**src/rtl/ysyx_25040118_ifu_pf.sv**
```systemverilog
// Instruction fetch unit: sequential PC generation, in-order imem request/response, DEPTH-slot queue to decode.
// Optional IFU_MISALIGN_TRAP_EN: misaligned redirect targets become a single exception entry and halt fetch.
module ysyx_25040118_ifu_pf #(
    parameter int              XLEN     = 32,
    parameter int              INST_W   = 32,
    parameter logic [XLEN-1:0] RESET_PC = 32'h8000_0000,
    parameter int              DEPTH    = 4
) (
    input  logic              clk,
    input  logic              reset,
    input  logic              redirect_valid,
    input  logic [XLEN-1:0]   redirect_pc,
    output logic              imem_req_valid,
    output logic [XLEN-1:0]   imem_req_addr,
    input  logic              imem_req_ready,
    input  logic              imem_rsp_valid,
    input  logic [INST_W-1:0] imem_rsp_data,
    output logic              out_valid,
    output logic [XLEN-1:0]   out_pc,
    output logic [INST_W-1:0] out_inst,
    output logic              out_exc,
    input  logic              out_ready
);

    localparam int              PW       = $clog2(DEPTH);
    localparam logic [PW:0]     PTR_ZERO = (PW + 1)'(0);
    localparam logic [PW:0]     PTR_ONE  = (PW + 1)'(1);
    localparam logic [PW:0]     CAP      = (PW + 1)'(DEPTH);
    localparam logic [XLEN-1:0] PC_STEP  = XLEN'(4);

    logic [XLEN-1:0]   fetch_pc_r, fetch_pc_n_s;
    logic [PW:0]       wp_r, fp_r, rp_r, drop_r;
    logic [PW:0]       wp_n_s, fp_n_s, rp_n_s, drop_n_s;
    logic              halt_r, halt_n_s;
    logic [XLEN-1:0]   slot_pc_r   [DEPTH];
    logic [INST_W-1:0] slot_inst_r [DEPTH];

    logic [PW-1:0] wp_idx_s, fp_idx_s, rp_idx_s;
    logic [PW:0]   occ_s, redir_sum_s, redir_drop_s;
    logic          credit_s, req_fire_s, out_fire_s, rsp_drop_s, rsp_fill_s, trap_s;

`ifdef IFU_MISALIGN_TRAP_EN
    localparam logic [XLEN-1:0] LOAD_MASK = '1;
    logic slot_exc_r [DEPTH];
    assign trap_s  = redirect_valid && (redirect_pc[1:0] != 2'b00);
    assign out_exc = reset && slot_exc_r[rp_idx_s];
`else
    // Without the trap the low PC bits are simply forced to an aligned address.
    localparam logic [XLEN-1:0] LOAD_MASK = ~XLEN'(3);
    assign trap_s  = 1'b0;
    assign out_exc = 1'b0;
`endif

    assign wp_idx_s = wp_r[PW-1:0];
    assign fp_idx_s = fp_r[PW-1:0];
    assign rp_idx_s = rp_r[PW-1:0];

    // Allocated slots plus responses still to be discarded never exceed DEPTH, so PW+1 bits suffice.
    assign occ_s    = (wp_r - rp_r) + drop_r;
    assign credit_s = occ_s < CAP;

    assign imem_req_valid = reset && !redirect_valid && !halt_r && credit_s;
    assign imem_req_addr  = fetch_pc_r;
    assign out_valid      = reset && (fp_r != rp_r) && !redirect_valid;
    assign out_pc         = slot_pc_r[rp_idx_s];
    assign out_inst       = slot_inst_r[rp_idx_s];

    assign req_fire_s = imem_req_valid && imem_req_ready;
    assign out_fire_s = out_valid && out_ready;
    assign rsp_drop_s = reset && !redirect_valid && imem_rsp_valid && (drop_r != PTR_ZERO);
    assign rsp_fill_s = reset && !redirect_valid && imem_rsp_valid && (drop_r == PTR_ZERO) && (fp_r != wp_r);

    // Requests already issued but not yet filled become stale; a response arriving now retires one of them.
    assign redir_sum_s  = drop_r + (wp_r - fp_r);
    assign redir_drop_s = (imem_rsp_valid && (redir_sum_s != PTR_ZERO)) ? (redir_sum_s - PTR_ONE) : redir_sum_s;

    // Next-state computation for pointers, drop counter, halt and fetch PC.
    always_comb begin
        fetch_pc_n_s = fetch_pc_r;
        wp_n_s       = wp_r;
        fp_n_s       = fp_r;
        rp_n_s       = rp_r;
        drop_n_s     = drop_r;
        halt_n_s     = halt_r;
        if (redirect_valid) begin
            fetch_pc_n_s = redirect_pc & LOAD_MASK;
            wp_n_s       = trap_s ? PTR_ONE : PTR_ZERO;
            fp_n_s       = trap_s ? PTR_ONE : PTR_ZERO;
            rp_n_s       = PTR_ZERO;
            drop_n_s     = redir_drop_s;
            halt_n_s     = trap_s;
        end else begin
            fetch_pc_n_s = req_fire_s ? (fetch_pc_r + PC_STEP) : fetch_pc_r;
            wp_n_s       = req_fire_s ? (wp_r + PTR_ONE) : wp_r;
            fp_n_s       = rsp_fill_s ? (fp_r + PTR_ONE) : fp_r;
            rp_n_s       = out_fire_s ? (rp_r + PTR_ONE) : rp_r;
            drop_n_s     = rsp_drop_s ? (drop_r - PTR_ONE) : drop_r;
            halt_n_s     = halt_r;
        end
    end

    // Control state register with synchronous active-low reset.
    always_ff @(posedge clk) begin
        if (!reset) begin
            fetch_pc_r <= RESET_PC;
            wp_r       <= PTR_ZERO;
            fp_r       <= PTR_ZERO;
            rp_r       <= PTR_ZERO;
            drop_r     <= PTR_ZERO;
            halt_r     <= 1'b0;
        end else begin
            fetch_pc_r <= fetch_pc_n_s;
            wp_r       <= wp_n_s;
            fp_r       <= fp_n_s;
            rp_r       <= rp_n_s;
            drop_r     <= drop_n_s;
            halt_r     <= halt_n_s;
        end
    end

    // Slot payload writes; contents need no reset because the pointers gate visibility.
    always_ff @(posedge clk) begin
        if (trap_s) begin
            slot_pc_r[0]   <= redirect_pc;
            slot_inst_r[0] <= '0;
`ifdef IFU_MISALIGN_TRAP_EN
            slot_exc_r[0]  <= 1'b1;
`endif
        end else begin
            if (req_fire_s) begin
                slot_pc_r[wp_idx_s] <= fetch_pc_r;
            end
            if (rsp_fill_s) begin
                slot_inst_r[fp_idx_s] <= imem_rsp_data;
`ifdef IFU_MISALIGN_TRAP_EN
                slot_exc_r[fp_idx_s]  <= 1'b0;
`endif
            end
        end
    end

endmodule

```
**config.mk**
```make
export PLATFORM = sky130hd
export DESIGN_NAME = ysyx_25040118_ifu_pf
export DESIGN_NICKNAME = d
export VERILOG_FILES = /design/src/rtl/ysyx_25040118_ifu_pf.sv
export SDC_FILE = /design/constraint.sdc
export NUM_CORES = 1
export LEC_CHECK = 0
export ABC_CLOCK_PERIOD_IN_PS = 7650
export CORE_UTILIZATION = 59
export CTS_CLUSTER_DIAMETER = 60
export DETAILED_ROUTE_END_ITERATION = 12
export PLACE_DENSITY = 0.83
export SYNTH_ARGS = -nofsm -noshare
export SYNTH_HDL_FRONTEND = slang
export SYNTH_SLANG_ARGS = --single-unit
```
**constraint.sdc**
```tcl
create_clock -name clk -period 7.65 [get_ports clk]
set_input_delay 1.53 -clock clk [delete_from_list [all_inputs] [get_ports clk]]
set_output_delay 1.53 -clock clk [all_outputs]
set_load 0.1 [all_outputs]
```
Yosys cells after proc, flatten, opt, wreduce, memory -nomap -nowiden:

Memories as Yosys holds them, arrays and structs flattened. A register that Yosys moved wholly into a read port is not among the register bits.
Cells that the tools add are included.

* register bits after elaboration: 44
* RAM bits: 256
* input bits: 70
* output and inout port bits: 99
* word-level logic and storage cells: 53
* memories kept: 2

* add/sub/neg operators: 10
* magnitude comparators: 1
* eq/ne operators: 2
* muxes and demuxes: 13
* bitwise operators: 1
* reduce and logical (&&, ||, !) cells: 18

Memories
* slot_inst_r: depth 4, bits a word 32, read ports 1, clocked after Yosys merged registers in 1, write ports 1, line 36 `logic [INST_W-1:0] slot_inst_r [DEPTH];`
* slot_pc_r: depth 4, bits a word 32, read ports 1, clocked after Yosys merged registers in 1, write ports 1, line 35 `logic [XLEN-1:0] slot_pc_r [DEPTH];`

Operators by type and width (count)
* $mux 32: 2
* $add 32x3->32 const B: 1
* $logic_and 1x1->1: 11
* $add 3x1->3 const B: 3
* $mux 3: 3
* $mux 2: 4
* $add 3x3->3: 2
* $ne 3x3->1: 2
* $reduce_bool 3->1: 2
* $sub 3x1->3 const B: 2
* $sub 3x3->3: 2
* $mux 1: 4
* $reduce_bool 2->1: 2
* $logic_not 3->1: 1
* $lt 3x3->1 const B: 1
* $reduce_or 2->1: 1
* $logic_not 1->1: 1
* $not 1->1: 1

Longest topological paths before layout:

Gate-level depths: netlist of run 1.

* depth after elaboration: 7
* mapped depth: 14
* mapped depth without buffers: 14

Least setup slack after synthesis of run 1:

OpenSTA, ideal clock, no wires.

* path kind: input port to output port
* start: in redirect_valid
* end: out out_valid
* arrival time: 3516 ps
* data required time: 6120 ps
* setup slack: 2604 ps
* stages on the path: 3
* buffers on the path: 1
* cells stage by stage: clkbuf_1 > nand2b_1 > a31oi_1

* word-level cells in the longest chain between the ends: 2

RTL lines
* start, declared: line 11 `input logic redirect_valid,`
* $logic_not 1->1: line 64 `assign out_valid = reset && (fp_r != rp_r) && !redirect_valid;`
* $logic_and 1x1->1: line 64
* end, declared: line 18 `output logic out_valid,`

Every way passes these cells.

Worst setup path after layout of run 1:

* start: in redirect_valid
* end: out imem_req_valid

* word-level cells in the longest chain between the ends: 3

RTL lines
* $logic_not 1->1: line 62 `assign imem_req_valid = reset && !redirect_valid && !halt_r && credit_s;`
* $logic_and 1x1->1 (2 in a row): line 62
* end, declared: line 13 `output logic imem_req_valid,`

Every way passes these cells.

==> flow_summary.ini, run 1 <==
[outcome]
status = finished, final reports clean

[floorplanning]
start_util = 0.608
die_area_mm2 = 0.0208
die_w_um = 144
core_mm2 = 0.0197
top_level_ports = 169
die_h_um = 144
std_cell_rows = 51

[synth]
ys_types = 53
yosys-top-cells-area = edfxtp_1, mux4_2, dfxtp_1
syn_inst = 703
synth_edf_count = 248
synth_top_area_frac = 0.623
yosysTopAreaCell = edfxtp_1
ys_seq_area_frac = 0.697
yosys_most_used_dff = edfxtp_1
ys_async_sr_fraction = 0
ys_top_cells_by_count = edfxtp_1, mux4_2, nand2_1
yosysMostFrequentCell = edfxtp_1
syn_area_mm2 = 0.0120
ys_warn_count = 0
ys_seq_elements = 292
syn_area_per_cell_um2 = 17.0

[drt]
first_pass_iters = 4
drc = 0
postRouteAntennaNets = 0
vias = 6965
drtIter0Drc = 558
via_per_inst = 6.00
drt_wl_total_um = 24800
avgRoutedWirePerCell_um = 21.4

[cts]
cts_sinks = 292
post_cts_resized = 0
clk_latency_ns = 0.54
postCtsHoldBufs = 0
cts_buffer_depth = 3
ctsHtreeMaxLevel = 1
clk_pin_slew_ns = 0.06
cts_setup_buffers = 0
numCtsBuffers = 29
cts_tree = built
cts_root_buf = clkbuf_16

[min_path]
hp-class = reg2reg

[setup_path]
cp_data_arrival_time_ns = 3.94
cp_common_cell = clkdlybuf4s50_1
path_max_fanout = 47
cp-start-kind = primary input
cp.required_ns = 6.12
regToRegSetupSlack_ns = 3.76
cpPeakStageDelay_ns = 1.15
crit_chain = clkdlybuf4s50_1 -> buf_4 -> nand2b_1 -> nor2_1 -> clkdlybuf4s50_1
critPathCaptureType = output port
crit_buf_inv = 3
crit_type = in2out
crit_slowest_cell = clkdlybuf4s50_1
cp_top_family = buffers and inverters

[layout]
multi_input_area_mm2 = 0.00339
n_antenna_cell = 0
seqCellArea_mm2 = 0.00833
nets = 965
layout-drive-gt1-share = 0.153
fillCellCount = 1201
final_cell_area_mm2 = 0.0148
area_growth_pct = 24.1

[global_route]
use_met2 = 0.402
use_met3 = 0.0351
grt_pass1_wl_um = 37800
grt_most_used_layer = met2
antenna_found_initial = 0
grt_start_max_net_pins = 48
use_met1 = 0.336
gr-total-overflow = 0
grt_pass1_vias = 7088
grt_usage = 0.244

[timing]
rsz0062_at_grt = no
slew_violations = 0
setup_viol = 0
period_share = 0.715
hold_violations = 0
tightestPinTransition_ns = 1.04
fmax_mhz = 183
finalHoldWorstSlack_ns = 0.559
setup_tns_ns = 0
relSlewSlack = 0.303
clock_skew_ns = 0.00786
fin_ws_ns = 2.18
period_needed_ns = 5.47

[pwr]
peakVddDrop_v = 0.000206
powerDensity_mw_per_mm2 = 246
power.leakage_nw = 4.75

[placement]
hpwl_um = 15700
io_buffers = 161
routabilityCongestion = 0.885
placed_cell_area_mm2 = 0.0138
pre_cts_ws_ns = 2.17

[job]
max_cap_viol_count = 0
==> stage by stage <==
step	util	std cells	total power, mW
floorplan	-	707	2.09
global placement	0.704	1107	2.20
CTS	0.755	1161	3.67
detailed placement	0.704	1107	2.21
global route	0.755	1161	3.75
finish	0.755	1161	3.64
==> registers in the layout (all words and copies together), names as in the netlist, named ones only <==
register,count
fp_r,3
imem_req_addr,30
slot_inst_r,128
rp_r,3
drop_r,3
slot_pc_r,120
wp_r,3
==> power by group <==
group	leakage [nW]	internal [mW]	switching [mW]	total (mW)
Sequential	2.62	1.75	0.0322	1.79
Clock	0.492	0.882	0.577	1.46
Combinational	1.64	0.128	0.270	0.398
==> worst min-delay path, stage by stage (launching register included) <==
cell and delay [ns]:
dfxtp_1 0.37, nand2_1 0.08, a21oi_1 0.06
==> cell usage in the layout (no fill, tap or decap), types with 3 or more instances in the layout <==
| master | count |
|---|---|
| a21oi_1 | 11 |
| a22oi_1 | 10 |
| a31oi_1 | 16 |
| and2_1 | 13 |
| and4_1 | 3 |
| buf_4 | 13 |
| bufinv_16 | 4 |
| clkbuf_1 | 4 |
| clkbuf_16 | 30 |
| clkbuf_8 | 3 |
| clkdlybuf4s50_1 | 160 |
| clkinv_1 | 3 |
| clkinv_2 | 6 |
| conb_1 | 5 |
| dfxtp_1 | 42 |
| edfxtp_1 | 248 |
| fa_1 | 3 |
| ha_1 | 19 |
| inv_1 | 20 |
| mux2_2 | 5 |
| mux2i_1 | 8 |
| mux4_2 | 62 |
| nand2_1 | 48 |
| nand3_1 | 13 |
| nand3b_1 | 3 |
| nand4_1 | 10 |
| nor2_1 | 23 |
| nor2b_1 | 10 |
| nor3_1 | 5 |
| nor4_1 | 4 |
| o21ai_0 | 10 |
| o22ai_1 | 8 |
| o311ai_0 | 5 |
| o31a_1 | 5 |
| or3_1 | 4 |
| or4_1 | 5 |
| xnor2_1 | 16 |
| xor2_1 | 3 |
==> routing by layer <==
metal | routed length (um) | up-vias
met5 | 0 | -
met4 | 524 | 0
met3 | 1610 | 43
met2 | 12400 | 284
met1 | 10300 | 3512
li1 | - | 3126
==> logic make-up (layout without fill, tap and decap cells) <==
kind of cell | count (synthesis) | after routing | share of synthesized area
adders and majority gates | 22 | 22 | 0.0249
muxes | 76 | 76 | 0.129
xor gates and xnor gates | 19 | 19 | 0.0139
DFF | 292 | 292 | 0.697
buffers and inverters | 58 | 247 | 0.0217
AOI/OAI and AO/OA | 80 | 80 | 0.0460
other | 1 | 5 | 0.000314
and+or+nand+nor | 155 | 155 | 0.0676
==> final timing paths <==
kind                  start                to  cells past startpoint
max          redirect_valid    imem_req_valid                      5
max reg2reg         wp_r[1]  slot_pc_r[2][13]                      9
min                 wp_r[1]           wp_r[1]                      2
min reg2reg         wp_r[1]           wp_r[1]                      2
==> area by class of cell <==
cell class / instances / area share
well taps: 265 / 0.0224
clock inverters: 17 / 0.0132
flip-flops and latches: 292 / 0.562
clock buffers: 37 / 0.0544
multi-input cells: 357 / 0.229
inverters: 20 / 0.00506
repair buffers: 173 / 0.115
(Power assumes the default switching activity.)
==> inputs of run 2 (changes only) <==
--- a/config.mk
+++ b/config.mk
@@ -5,11 +5,11 @@
 export SDC_FILE = /design/constraint.sdc
 export NUM_CORES = 1
 export LEC_CHECK = 0
-export ABC_CLOCK_PERIOD_IN_PS = 7650
-export CORE_UTILIZATION = 59
+export ABC_CLOCK_PERIOD_IN_PS = 4800
+export CORE_UTILIZATION = 49
 export CTS_CLUSTER_DIAMETER = 60
 export DETAILED_ROUTE_END_ITERATION = 12
-export PLACE_DENSITY = 0.83
+export PLACE_DENSITY = 0.74
 export SYNTH_ARGS = -nofsm -noshare
 export SYNTH_HDL_FRONTEND = slang
 export SYNTH_SLANG_ARGS = --single-unit
==> constraint.sdc (replaced) <==
create_clock -name clk -period 4.8 [get_ports clk]
set_input_delay 0.96 -clock clk [delete_from_list [all_inputs] [get_ports clk]]
set_output_delay 0.96 -clock clk [all_outputs]
set_load 0.1 [all_outputs]
==> run 2 against run 1 <==
  * Critical path depth is 2 lower
  * Combinational power is 58% higher
  * Register-to-register slack worse by 2.3 ns
  * Power is 59% higher
  * First-iteration DRC count is 31% lower
  * Worst setup slack worse by 1.4 ns
  * Clock power is 58% higher
  * Sequential cell count stayed put
  * Core utilization is 12 points lower
  * Die area is 20% higher
  * Cell count is 4.7% higher
  * Critical endpoint is now out_pc[13]
  * Largest cell class unchanged
==> flow_summary.ini, run 2 (same netlist as run 1, synthesis figures left out) <==
[layout]
largest_register_ffs = 128
final_cell_mix = edfxtp_1, clkdlybuf4s50_1, mux4_2
final_cell_area_mm2 = 0.0150
final_common_cell = edfxtp_1
multi_input_area_mm2 = 0.00339
area_growth_pct = 25.1
seqCellArea_mm2 = 0.00833
layout-drive-gt1-share = 0.156
nets = 966
regMostFlops = slot_inst_r
fillCellCount = 1757

[cts]
postCtsHoldBufs = 0
numCtsBuffers = 29
cts_sinks = 292
cts_root_buf = clkbuf_16
ctsHtreeMaxLevel = 1
post_cts_resized = 0
cts_setup_buffers = 0
cts_tree = built
clk_latency_ns = 0.54
clk_pin_slew_ns = 0.07
cts_buffer_depth = 3

[drt]
avgRoutedWirePerCell_um = 20.4
vias = 6812
drtIter0Drc = 383
drt_wl_total_um = 24900
first_pass_iters = 5
via_per_inst = 5.60
postRouteAntennaNets = 0
drc = 0

[placement]
routabilityCongestion = 0.794
hpwl_um = 15600
placed_cell_area_mm2 = 0.0139
io_buffers = 161

[setup_path]
crit_slowest_cell = clkdlybuf4s50_1
cpPeakStageDelay_ns = 1.00
crit_chain = buf_4 -> mux4_2 -> clkdlybuf4s50_1
crit_buf_inv = 2
cp_top_family = buffers and inverters
path_max_fanout = 19
critPathCaptureType = output port
regToRegSetupSlack_ns = 1.41
cp.required_ns = 3.84
r2r-start = wp_r[1]
cp_data_arrival_time_ns = 3.06
cp-start-kind = flip-flop
worstReg2RegEnd = slot_pc_r[1][29]
crit_type = reg2out
ff2ff_path_depth = 9
worst-path-stages = 3

[pwr]
peakVddDrop_v = 0.000189
powerDensity_mw_per_mm2 = 387
power.leakage_nw = 4.76

[timing]
tightestPinTransition_ns = 1.06
period_share = 0.838
clock_skew_ns = 0.0247
rsz0062_at_grt = no
hold_violations = 0
slew_violations = 0
fmax_mhz = 249
relSlewSlack = 0.293
setup_tns_ns = 0
setup_viol = 0
period_needed_ns = 4.02

[global_route]
grt_pass1_vias = 6835
grt_start_max_net_pins = 63
antenna_found_initial = 1
grt_pass1_wl_um = 38100
gr-total-overflow = 0
grt_usage = 0.202

[outcome]
status = finished, final reports clean

[floorplanning]
die_area_mm2 = 0.0250
die_h_um = 158
start_util = 0.505
std_cell_rows = 56
core_mm2 = 0.0237
die_w_um = 158
top_level_ports = 169

[min_path]
hold_start = wp_r[1]
holdPathEnd = wp_r[1]
holdPathStages = 2
hp-class = reg2reg

[job]
max_cap_viol_count = 0
==> run 2: per-layer routing <==
metal | track usage | vias to the layer above | share of wire | wire length, um
met5 | 0 | - | 0 | 0
met1 | 0.276 | 3463 | 0.43 | 10700
li1 | - | 3127 | - | -
met4 | 0.0705 | 0 | 0.023 | 584
met2 | 0.333 | 180 | 0.50 | 12400
met3 | 0.0271 | 42 | 0.047 | 1170
==> run 2: layout make-up <==
cell class                      instances  area share
Antenna cell                            1    0.000167
Clock buffer                           45      0.0594
Multi-Input combinational cell        357       0.227
Timing Repair Buffer                  174       0.117
Sequential cell                       292       0.557
Tap cell                              319      0.0267
Clock inverter                          8     0.00753
Inverter                               20     0.00502
==> run 2: how the worst max path moves through the flow <==
stage | endpoint | slack (ns)
after CTS | out_pc[13] | 0.70
final | out_pc[13] | 0.78
after global routing | out_pc[13] | 0.63
after global placement | out_valid | 1.08
after floorplan | out_valid | 0.89
after detailed placement | out_valid | 1.04
==> run 2: tightest hold or removal path, delay by kind of cell, from the launching register on <==
kind             cells  cell delay, ns
AND/OR/NAND/NOR      1            0.07
flip-flops           1            0.36
AO/OA/AOI/OAI        1            0.05
==> run 2: report_power, final <==
part	leakage, nW	switching (mW)	internal (mW)
clock	0.478	0.921	1.38
combinational	1.66	0.426	0.203
sequential	2.62	0.0515	2.79
total	4.76	1.40	4.38
==> run 2: through the flow <==
stage	total power, mW	utilization	hold WS [ns]	worst slack, ns	cells
2_1_floorplan	3.34	-	0.485	0.894	707
3_3_place_gp	3.52	0.589	0.516	1.08	1162
3_5_place_dp	3.53	0.589	0.528	1.04	1162
4_1_cts	5.83	0.631	0.538	0.699	1215
5_1_grt	5.96	0.631	0.563	0.631	1216
6_report	5.78	0.631	0.534	0.780	1216
==> inputs of run 3 (changes only) <==
--- a/config.mk
+++ b/config.mk
@@ -5,7 +5,7 @@
 export SDC_FILE = /design/constraint.sdc
 export NUM_CORES = 1
 export LEC_CHECK = 0
-export ABC_CLOCK_PERIOD_IN_PS = 4800
+export ABC_CLOCK_PERIOD_IN_PS = 3660
 export CORE_UTILIZATION = 49
 export CTS_CLUSTER_DIAMETER = 60
 export DETAILED_ROUTE_END_ITERATION = 12
==> constraint.sdc (replaced) <==
create_clock -name clk -period 3.66 [get_ports clk]
set_input_delay 0.732 -clock clk [delete_from_list [all_inputs] [get_ports clk]]
set_output_delay 0.732 -clock clk [all_outputs]
set_load 0.1 [all_outputs]
==> run 3 against run 2 <==
  * Sequential cell count is the same
  * Highest routed layer unchanged
  * Die area is the same
  * Hold slack lost 0.0012 ns
  * Design area shrank 0.75%
  * Routed wire length shrank 0.77%
  * Power grew 30%
==> flow_summary.ini, run 3 (same netlist as run 1, synthesis figures left out) <==
[outcome]
status = finished, final reports clean

[cts]
cts_buffer_depth = 3
cts_tree = built
cts_root_buf = clkbuf_16
cts_sinks = 292
clk_latency_ns = 0.54
ctsHtreeMaxLevel = 1
numCtsBuffers = 29
cts_setup_buffers = 0
clk_pin_slew_ns = 0.06

[global_route]
grt_start_max_net_pins = 44
antenna_found_initial = 0
gr-total-overflow = 0
grt_pass1_vias = 6707
grt_usage = 0.200
grt_pass1_wl_um = 37300

[placement]
pre_cts_ws_ns = 0.549
io_buffers = 161
hpwl_um = 15500
placed_cell_area_mm2 = 0.0139
routabilityCongestion = 0.817

[pwr]
power_frac_seq = 0.495
p_sw_frac = 0.243
p_switching_mw = 1.83
powerDensity_mw_per_mm2 = 508
p_int_mw = 5.71
p_comb_frac = 0.110
peakVddDrop_v = 0.000322
power.leakage_nw = 4.88
p_clk_frac = 0.396

[job]
max_cap_viol_count = 0

[setup_path]
crit_type = reg2out
cp_data_arrival_time_ns = 2.76
path_max_fanout = 5
cp-start-kind = flip-flop
cp.required_ns = 2.93
critPathCaptureType = output port

[drt]
vias = 6777
drc = 0
first_pass_iters = 5
avgRoutedWirePerCell_um = 20.2
drt_wl_total_um = 24700
via_per_inst = 5.55
postRouteAntennaNets = 0
drtIter0Drc = 458

[layout]
final_common_cell = edfxtp_1
final_cell_mix = edfxtp_1, buf_4, clkdlybuf4s50_1
n_antenna_cell = 0
largest_register_ffs = 128
final_cell_area_mm2 = 0.0148
regMostFlops = slot_inst_r
nets = 973
area_growth_pct = 24.1
layout-drive-gt1-share = 0.249

[min_path]
hp-class = reg2reg

[timing]
fin_ws_ns = 0.169
setup_viol = 0
fmax_mhz = 286
clock_skew_ns = 0.0246
slew_violations = 0
period_share = 0.954
period_needed_ns = 3.49
hold_violations = 0
rsz0062_at_grt = no
relSlewSlack = 0.334
tightestPinTransition_ns = 0.996
setup_tns_ns = 0

[floorplanning]
top_level_ports = 169
start_util = 0.505
die_h_um = 158
die_area_mm2 = 0.0250
die_w_um = 158
core_mm2 = 0.0237
std_cell_rows = 56
run 3: cell types whose count changed in the layout (fill, tap and decap cells not counted), moves of 2 or more:
cell	previous run	this run
clkinv_1	0	2
buf_12	4	8
clkbuf_16	31	29
bufinv_16	2	4
clkbuf_1	8	6
clkbuf_8	6	2
buf_4	11	92
clkdlybuf4s50_1	158	81
clkinv_2	1	3
run 3: area by class of cell:
| type | instances | area, um^2 |
|---|---|---|
| multi-input cells | 357 | 3400 |
| fillers | 1784 | 8840 |
| flip-flops and latches | 292 | 8340 |
| clock inverters | 15 | 190 |
| well taps | 319 | 399 |
| repair buffers | 181 | 1660 |
| inverters | 20 | 75.1 |
| clock buffers | 37 | 776 |
run 3: worst paths after layout:
kind	startpoint	to	slack, ns	depth (start not counted)
worst max register to register	wp_r[1]	imem_req_addr[4]	0.53	10
worst max-delay path	wp_r[1]	imem_req_valid	0.17	9
worst min register to register	wp_r[1]	wp_r[1]	0.53	2
worst min-delay path	wp_r[1]	wp_r[1]	0.53	2
run 3: what timing repair did:
item | in CTS | in global routing
setup endpoints to repair | 0 | 1
hold buffers | 0 | 0
resized for setup | 0 | 1
run 3: power by group through the flow:
stage / clock network (mW) / logic [mW] / registers [mW]
floorplan: 0 / 0.445 / 3.93
global placement: 0 / 0.821 / 3.80
detailed placement: 0 / 0.824 / 3.80
CTS: 3.04 / 0.829 / 3.73
global route: 3.17 / 0.873 / 3.74
finish: 2.98 / 0.828 / 3.73
run 3: layer usage:
| layer | GRT usage | part of all wire | vias up | wire length (um) |
|---|---|---|---|---|
| met2 | 0.319 | 0.49 | 219 | 12000 |
| li1 | - | - | 3141 | - |
| met1 | 0.278 | 0.43 | 3371 | 10600 |
| met5 | 0 | 0 | - | 0 |
| met4 | 0.0733 | 0.029 | 0 | 721 |
| met3 | 0.0307 | 0.053 | 46 | 1300 |
run 3: worst max-delay path, cell delays in order, from the launching register on:
cell and delay [ns]:
dfxtp_1 0.42, inv_1 0.16, fa_1 0.55, inv_1 0.04, ha_1 0.29, nand3b_1 0.12
nand2_1 0.08, xnor2_1 0.29, nor2_2 0.10, buf_12 0.18
run 3: per-stage QoR:
| step | std cells | utilization | hold WS, ns | power, mW |
|---|---|---|---|---|
| 2_1_floorplan | 707 | - | 0.485 | 4.38 |
| 3_3_place_gp | 1169 | 0.585 | 0.516 | 4.62 |
| 3_5_place_dp | 1169 | 0.585 | 0.520 | 4.62 |
| 4_1_cts | 1221 | 0.626 | 0.530 | 7.60 |
| 5_1_grt | 1221 | 0.627 | 0.565 | 7.78 |
| 6_report | 1221 | 0.627 | 0.533 | 7.54 |
